[config.mk]
export PLATFORM = sky130hd
export DESIGN_NAME = boot_sequencer
export DESIGN_NICKNAME = d
export VERILOG_FILES = /design/src/rtl/boot_sequencer.sv
export SDC_FILE = /design/constraint.sdc
export NUM_CORES = 1
export LEC_CHECK = 0
export BUFFER_PORTS_ARGS = -buffer_cell sky130_fd_sc_hd__buf_2
export CAP_MARGIN = 20
export CORE_ASPECT_RATIO = 0.6
export CORE_MARGIN = 2
export CORE_UTILIZATION = 30
export CTS_BUF_LIST = sky130_fd_sc_hd__clkbuf_8
export CTS_CLUSTER_DIAMETER = 200
export DETAILED_ROUTE_END_ITERATION = 16
export PLACE_DENSITY_LB_ADDON = 0.15
export SLEW_MARGIN = 30
export SYNTH_ARGS = -nofsm -noshare
export SYNTH_HDL_FRONTEND = slang
export SYNTH_SLANG_ARGS = --single-unit
[constraint.sdc]
create_clock -name clk -period 4 [get_ports clk]
set_clock_uncertainty 0.05 [all_clocks]
set_input_delay 0.4 -clock clk [delete_from_list [all_inputs] [get_ports clk]]
set_output_delay 0.4 -clock clk [all_outputs]
set_load 0.05 [all_outputs]
[src/rtl/boot_sequencer.sv]
// boot_sequencer: loads a header-framed host stream into IMEM/DMEM of core main, then runs it for a bounded time.
// Optional BOOT_CHECKSUM_EN adds a trailing XOR checksum word that must match before the core is released.
module boot_sequencer #(
    parameter int ADDR_W = 7,
    parameter int DATA_W = 32
) (
    input  logic              clk,
    input  logic              rst,
    input  logic              start,
    input  logic [15:0]       run_len,
    input  logic              host_valid,
    output logic              host_ready,
    input  logic [DATA_W-1:0] host_data,
    input  logic              cpu_halt,
    output logic [DATA_W-1:0] instruction,
    output logic [ADDR_W-1:0] instructionAddress,
    output logic              instr_we,
    output logic [DATA_W-1:0] data,
    output logic [ADDR_W-1:0] dataAddress,
    output logic              writeEnable,
    output logic              cpu_run,
    output logic              busy,
    output logic              done,
    output logic              err
);
    localparam int CW = ADDR_W + 1;
    typedef enum logic [3:0] {
        IDLE, ICNT, ILOAD, DCNT, DLOAD,
`ifdef BOOT_CHECKSUM_EN
        CSUM,
`endif
        RUN, DONE, ERR
    } state_t;
    state_t state, nxt, run_tgt, after_data;
    logic [CW-1:0] cnt, cnt_nx, n, hdr_n;
    logic [15:0] run_len_q, run_cnt;
    logic accept, hdr_bad, idle_like, last;
`ifdef BOOT_CHECKSUM_EN
    logic [DATA_W-1:0] acc;
`endif
    assign idle_like  = state inside {IDLE, DONE, ERR};
    assign host_ready = !idle_like && state != RUN;
    assign busy       = !idle_like;
    assign cpu_run    = state == RUN;
    assign done       = state == DONE;
    assign err        = state == ERR;
    assign accept     = host_valid && host_ready;
    assign cnt_nx     = cnt + CW'(1);
    assign last       = cnt_nx == n;
    assign hdr_n      = host_data[CW-1:0];
    assign hdr_bad    = (|host_data[DATA_W-1:8]) || host_data[7:0] > 8'(2**ADDR_W);
    assign run_tgt    = run_len_q == 16'd0 ? DONE : RUN;
`ifdef BOOT_CHECKSUM_EN
    assign after_data = CSUM;
`else
    assign after_data = run_tgt;
`endif
    always_ff @(posedge clk or posedge rst)
        if (rst) state <= IDLE;
        else     state <= nxt;
    always_comb begin
        nxt = state;
        case (state)
            IDLE, DONE, ERR: nxt = start ? ICNT : state;
            ICNT:  if (accept) nxt = hdr_bad ? ERR : hdr_n == '0 ? DCNT : ILOAD;
            ILOAD: if (accept && last) nxt = DCNT;
            DCNT:  if (accept) nxt = hdr_bad ? ERR : hdr_n == '0 ? after_data : DLOAD;
            DLOAD: if (accept && last) nxt = after_data;
`ifdef BOOT_CHECKSUM_EN
            CSUM:  if (accept) nxt = host_data == acc ? run_tgt : ERR;
`endif
            RUN:   if (cpu_halt || run_cnt == run_len_q - 16'd1) nxt = DONE;
            default: nxt = IDLE;
        endcase
    end
    // Strobes are registered so each accepted word is written exactly one cycle later.
    always_ff @(posedge clk or posedge rst)
        if (rst) begin
            instruction        <= '0;
            instructionAddress <= '0;
            instr_we           <= 1'b0;
            data               <= '0;
            dataAddress        <= '0;
            writeEnable        <= 1'b0;
            cnt                <= '0;
            n                  <= '0;
            run_len_q          <= '0;
            run_cnt            <= '0;
`ifdef BOOT_CHECKSUM_EN
            acc                <= '0;
`endif
        end else begin
            instr_we    <= accept && state == ILOAD;
            writeEnable <= accept && state == DLOAD;
            run_cnt     <= state == RUN ? run_cnt + 16'd1 : 16'd0;
            if (start && idle_like) run_len_q <= run_len;
            if (accept && (state == ICNT || state == DCNT)) begin
                n   <= hdr_n;
                cnt <= '0;
            end
            if (accept && state == ILOAD) begin
                instruction        <= host_data;
                instructionAddress <= cnt[ADDR_W-1:0];
                cnt                <= cnt_nx;
            end
            if (accept && state == DLOAD) begin
                data        <= host_data;
                dataAddress <= cnt[ADDR_W-1:0];
                cnt         <= cnt_nx;
            end
`ifdef BOOT_CHECKSUM_EN
            if (start && idle_like) acc <= '0;
            else if (accept && (state == ILOAD || state == DLOAD)) acc <= acc ^ host_data;
`endif
        end
endmodule
; ---- Yosys cells after proc, flatten, opt, wreduce, memory -nomap -nowiden
; Cells that the tools add are included.
; Widths: inputs -> output; s select.
[word_totals]
out_inout_bits = 85
elab_cells = 66
ff_bits = 132
inputBits = 53
[classes]
addsub = 3
n_eq_ne = 16
n_lt_le_gt_ge = 1
muxes = 16
reduce_logical = 19
[ops]
columns = cell, n
row1 = $mux 4, 6
row2 = $mux 8, 3
row3 = $pmux 4 s6, 1
row4 = $reduce_or 24->1, 1
row5 = $add 16x1->16 const B, 1
row6 = $eq 16x16->1, 1
row7 = $eq 4x3->1 const B, 4
row8 = $logic_not 16->1, 1
row9 = $mux 16, 1
row10 = $sub 16x1->16 const B, 1
row11 = $ne 2x2->1 const B, 5
row12 = $add 8x1->8 const B, 1
row13 = $eq 4x2->1 const B, 2
row14 = $eq 8x8->1, 1
row15 = $gt 8x8->1 const B, 1
row16 = $logic_not 8->1, 1
row17 = $logic_and 1x1->1, 7
row18 = $mux 2, 3
row19 = $reduce_and 6->1, 1
row20 = $reduce_bool 3->1, 2
row21 = $eq 4x1->1 const B, 1
row22 = $logic_not 4->1, 1
row23 = $ne 4x3->1 const B, 1
row24 = $logic_or 1x1->1, 3
row25 = other kinds (5), 5

; ---- Longest topological paths before layout
[depth]
word_depth = 9
ltp_mapped = 9
ltp_nobuf = 9

; ---- Worst setup path after synthesis
; OpenSTA, ideal clock, no wires.
[synth_timing]
kind = reg-to-reg
from = register run_len_q[3]
to = register state[0]
path_stages_with_launch = 9
path_slack_ns = 1.618
n_path_buf = 1
setup_ns = 0.145
required_ns = 3.805
arrival_ns = 2.187
period_less_slack_ns = 2.382
path_cell_list = dfrtp_1 buf_2 or4_4 nor4_4 nand2_1 xnor2_1 a2111o_1 o31ai_1 o311ai_1
[synth_via]
elab_chain_cells = 6
elab_cells_between_ends = 12
cone_classes = add/sub (1) / eq/ne (2) / mux (6) / reduce/logical (3)
[synth_lines]
columns = item, line_no
row1 = "start, declared", 36  ; logic [15:0] run_len_q, run_cnt;
row2 = "start signal, assigned", 96  ; if (start && idle_like) run_len_q <= run_len;
row3 = "parallel branches: the longest is 6 deep, another holds $sub 16x1->16", n/a
row4 = "end signal, assigned", 60  ; else state <= nxt;
row5 = "end, declared", 34  ; state_t state, nxt, run_tgt, after_data;
; Several ways; the timed one is not identified. The select of a mux whose other input is x is not followed.
; A chain may end at the register's enable or synchronous reset.

; ---- Worst setup path after layout
[layout_timing]
from = register state[2]
to = register state[0]
[layout_via]
elab_chain_cells = 8
elab_cells_between_ends = 23
cone_classes = eq/ne (14) / mux (1) / reduce/logical (8)
[layout_lines]
columns = item, line_no
row1 = $eq 4x3->1 / $logic_not 4->1 (equally long branches), "41, 63"
row2 = $reduce_bool 3->1, 41  ; assign idle_like = state inside {IDLE, DONE, ERR};
row3 = $logic_not 1->1, 42  ; assign host_ready = !idle_like && state != RUN;
row4 = $logic_and 1x1->1, 42
row5 = $logic_and 1x1->1, 47  ; assign accept = host_valid && host_ready;
row6 = $logic_and 1x1->1, "66, 68"
row7 = $ne 2x2->1 (no source line), n/a
row8 = $reduce_and 6->1 (no source line), n/a
; Several ways; a longest one is shown, not always the timed one.

==> results_dict.tcl <==
set metrics [dict create \
    ys.warnings.count 0 \
    synth_area_leaders "dfrtp_1 (54%), mux2_2 (19%), xor2_1 (3.0%), xnor2_1 (2.9%), nor2_1 (2.3%)" \
    cts-resized-gates 0 \
    die_h_um 114 \
    drive_above_1_share_pct 44.3 \
    switching_share_pct 46.7 \
    gp_congestion 0.840 \
    cts-root-buf "clkbuf_8" \
    design_area_um2 7520 \
    grt_first_pass_wirelength_mm 24.5 \
    fin_util_pct 37.7 \
    required_ns 4.29 \
    clk_latency_ns 0.44 \
    cts.clk_slew.worst_paths_ns 0.08 \
    intPower_uw 3680 \
    drc_errors 0 \
    synth_top_area_cell "dfrtp_1" \
    worstMarginPinSlew_ns 0.818 \
    grt_usage_pct 15.1 \
    slew_viol_final 0 \
    placed_area_um2 7060 \
    crit_path_end_kind "flop" \
    setup_viol 0 \
    grt_setup_unrepaired "false" \
    cts_setup_buffers 0 \
    synth_nets 558 \
    fin_setup_tns_ns 0 \
    fmax_ghz 0.379 \
    synth_cells 501 \
    synthDistinctLibCells 53 \
    synth.cell_area_um2 6090 \
    period_needed_ns 2.64 \
    dp_hpwl_mm 11.0 \
    synth_edf_count 0 \
    vias 4324 \
    cts_tree "built" \
    slowest_stage "dfrtp_1" \
    syn_avg_cell_area_um2 12.1 \
    clock_path_buffers 2 \
    maxCapViolCount 0 \
    ir_drop_v 0.000442 \
    die_area_um2 21500 \
    cts_made_buffers 17 \
    combinationalPowerShare_pct 47.6 \
    die-width_um 188 \
    p_leak_uw 0.00341 \
    hold_buffers 0 \
    post-route-period-util_pct 65.9 \
    wl_per_cell_um 16.6 \
    routed_wirelength_mm 15.3 \
    fp-row-count 40 \
    powerDensity_nw_per_um2 918 \
    worstSetupStartpoint "state[2]" \
    multi_input_area_um2 2690 \
    cts_sinks 131 \
    ys_async_sr_fraction_pct 100 \
    synth_top_cell_area_share_pct 53.9 \
    p_seq_share_pct 33.9 \
    register_area_um2 3280 \
    hold_viol 0 \
    power_frac_clock_pct 18.5 \
    postRouteAntennaNets 0 \
    nNetsFinal 694 \
    io_pins 138 \
    antenna_found_initial 0 \
    path_cells "and4bb_2 -> a21oi_2 -> or4_1 -> nor4_1 -> a21oi_1 -> o311ai_1" \
    grt_pass1_vias 4410 \
    ys.flop_type "dfrtp_1" \
    via_per_inst 4.68 \
    drt_iter0_drc 235 \
    crit_path_max_fanout 16 \
    ys_ff_latch 131 \
    ys_top_cells_by_count "dfrtp_1 (131), mux2_2 (102), nor2_1 (37), nand2_1 (26), xor2_1 (21)" \
    port-buffer-count 137 \
    outcome "completed" \
    min_path_type "primary input to async pin" \
    setup.worst_path.start_class "flop" \
    rr_startpoint "state[2]" \
    switchingPower_uw 3230 \
    core_area_um2 20000 \
    grt_overflow 0 \
    syn_to_final_growth_pct 23.6 \
    first_pass_iters 4 \
    synth.most_common_cell "dfrtp_1" \
    grt_max_degree 78 \
    antennaDiodeCount 0 \
    start_util_pct 30.5 \
    power_uw 6900 \
    worstPathArrival_ns 2.92 \
    n_fill_cell 1910 \
    cts_max_level 4 \
    ys_seq_area_share_pct 53.9 \
    slew-limit-headroom_pct 45.5 \
    crit_type "flop to flop" \
    crit_path_max_incr_delay_ns 0.67 \
]
final timing paths:
kind / slack (ns) / depth (start not counted) / end
worst max-delay path: 1.36 / 6 / state[0]
worst min-delay path: 0.02 / 2 / instruction[11]
worst max register to register: 1.36 / 6 / state[0]
worst min register to register: 0.45 / 1 / data[22]
max in group asynchronous: 2.97 / 3 / run_len_q[11]
min in group clk: 0.14 / 2 / run_len_q[14]
layout by cell type (no fill, tap or decap), types with 8 or more instances in the layout:
| master | count |
|---|---|
| a21oi_1 | 11 |
| nand3_1 | 8 |
| clkbuf_8 | 22 |
| dfrtp_1 | 131 |
| nor4_1 | 10 |
| xnor2_1 | 20 |
| o21ai_0 | 16 |
| xor2_1 | 21 |
| mux2_2 | 102 |
| buf_2 | 137 |
| nand2_1 | 26 |
| nor2_1 | 37 |
power by group through the flow:
stage / Sequential, uW / Clock [uW] / Combinational (uW)
2_1_floorplan: 3500 / 0 / 1360
3_3_place_gp: 2330 / 0 / 3290
3_5_place_dp: 2360 / 0 / 3310
4_1_cts: 2340 / 1330 / 3320
5_1_grt: 2430 / 1380 / 3490
6_report: 2340 / 1280 / 3290
worst max-delay path, delay by kind of cell, from the launching register on:
family | cells | cell delay (ns)
AND/OR/NAND/NOR | 3 | 1.24
flip-flops | 1 | 0.67
AO/OA/AOI/OAI | 3 | 0.57
routing by layer:
metal  track usage [%]  part of all wire (%)  wire, um
met2              20.3                    39      5970
met4              5.25                  0.86       131
met1              22.5                    52      8000
met3              4.78                   7.7      1180
met5                 0                     0         0
sequential cells by signal (all words and copies together) (netlist names):
| name | cells |
|---|---|
| writeEnable | 1 |
| n | 8 |
| run_len_q | 16 |
| dataAddress | 7 |
| instructionAddress | 7 |
| run_cnt | 16 |
| data | 32 |
| state | 3 |
| instruction | 32 |
| cnt | 8 |
| instr_we | 1 |
stage by stage:
| stage | setup WS (ns) | cells | hold WS [ns] |
|---|---|---|---|
| floorplan | 0.0523 | 501 | 0.420 |
| global placement | 1.47 | 891 | 0.434 |
| detailed placement | 1.39 | 891 | 0.439 |
| CTS | 1.37 | 923 | 0.0219 |
| global route | 1.18 | 923 | 0.0372 |
| finish | 1.36 | 923 | 0.0239 |
area by class of cell:
cell class | instances | share of cell area [%]
flip-flops and latches | 131 | 43.6
multi-input cells | 339 | 35.8
repair buffers | 142 | 9.62
well taps | 273 | 4.54
clock buffers | 22 | 4.03
clock inverters | 10 | 2.05
inverters | 6 | 0.366
cells by family (layout without fill, tap and decap cells):
kind of cell / count (synthesis) / in the layout / synth area share [%]
and+or+nand+nor: 138 / 138 / 12.6
DFF: 131 / 131 / 53.9
muxes: 102 / 102 / 18.9
AOI/OAI and AO/OA: 54 / 54 / 5.86
xor gates and xnor gates: 41 / 41 / 5.90
buffers and inverters: 31 / 180 / 2.12
adders and majority gates: 4 / 4 / 0.822
No activity file was read; power rests on OpenSTA's default activity.
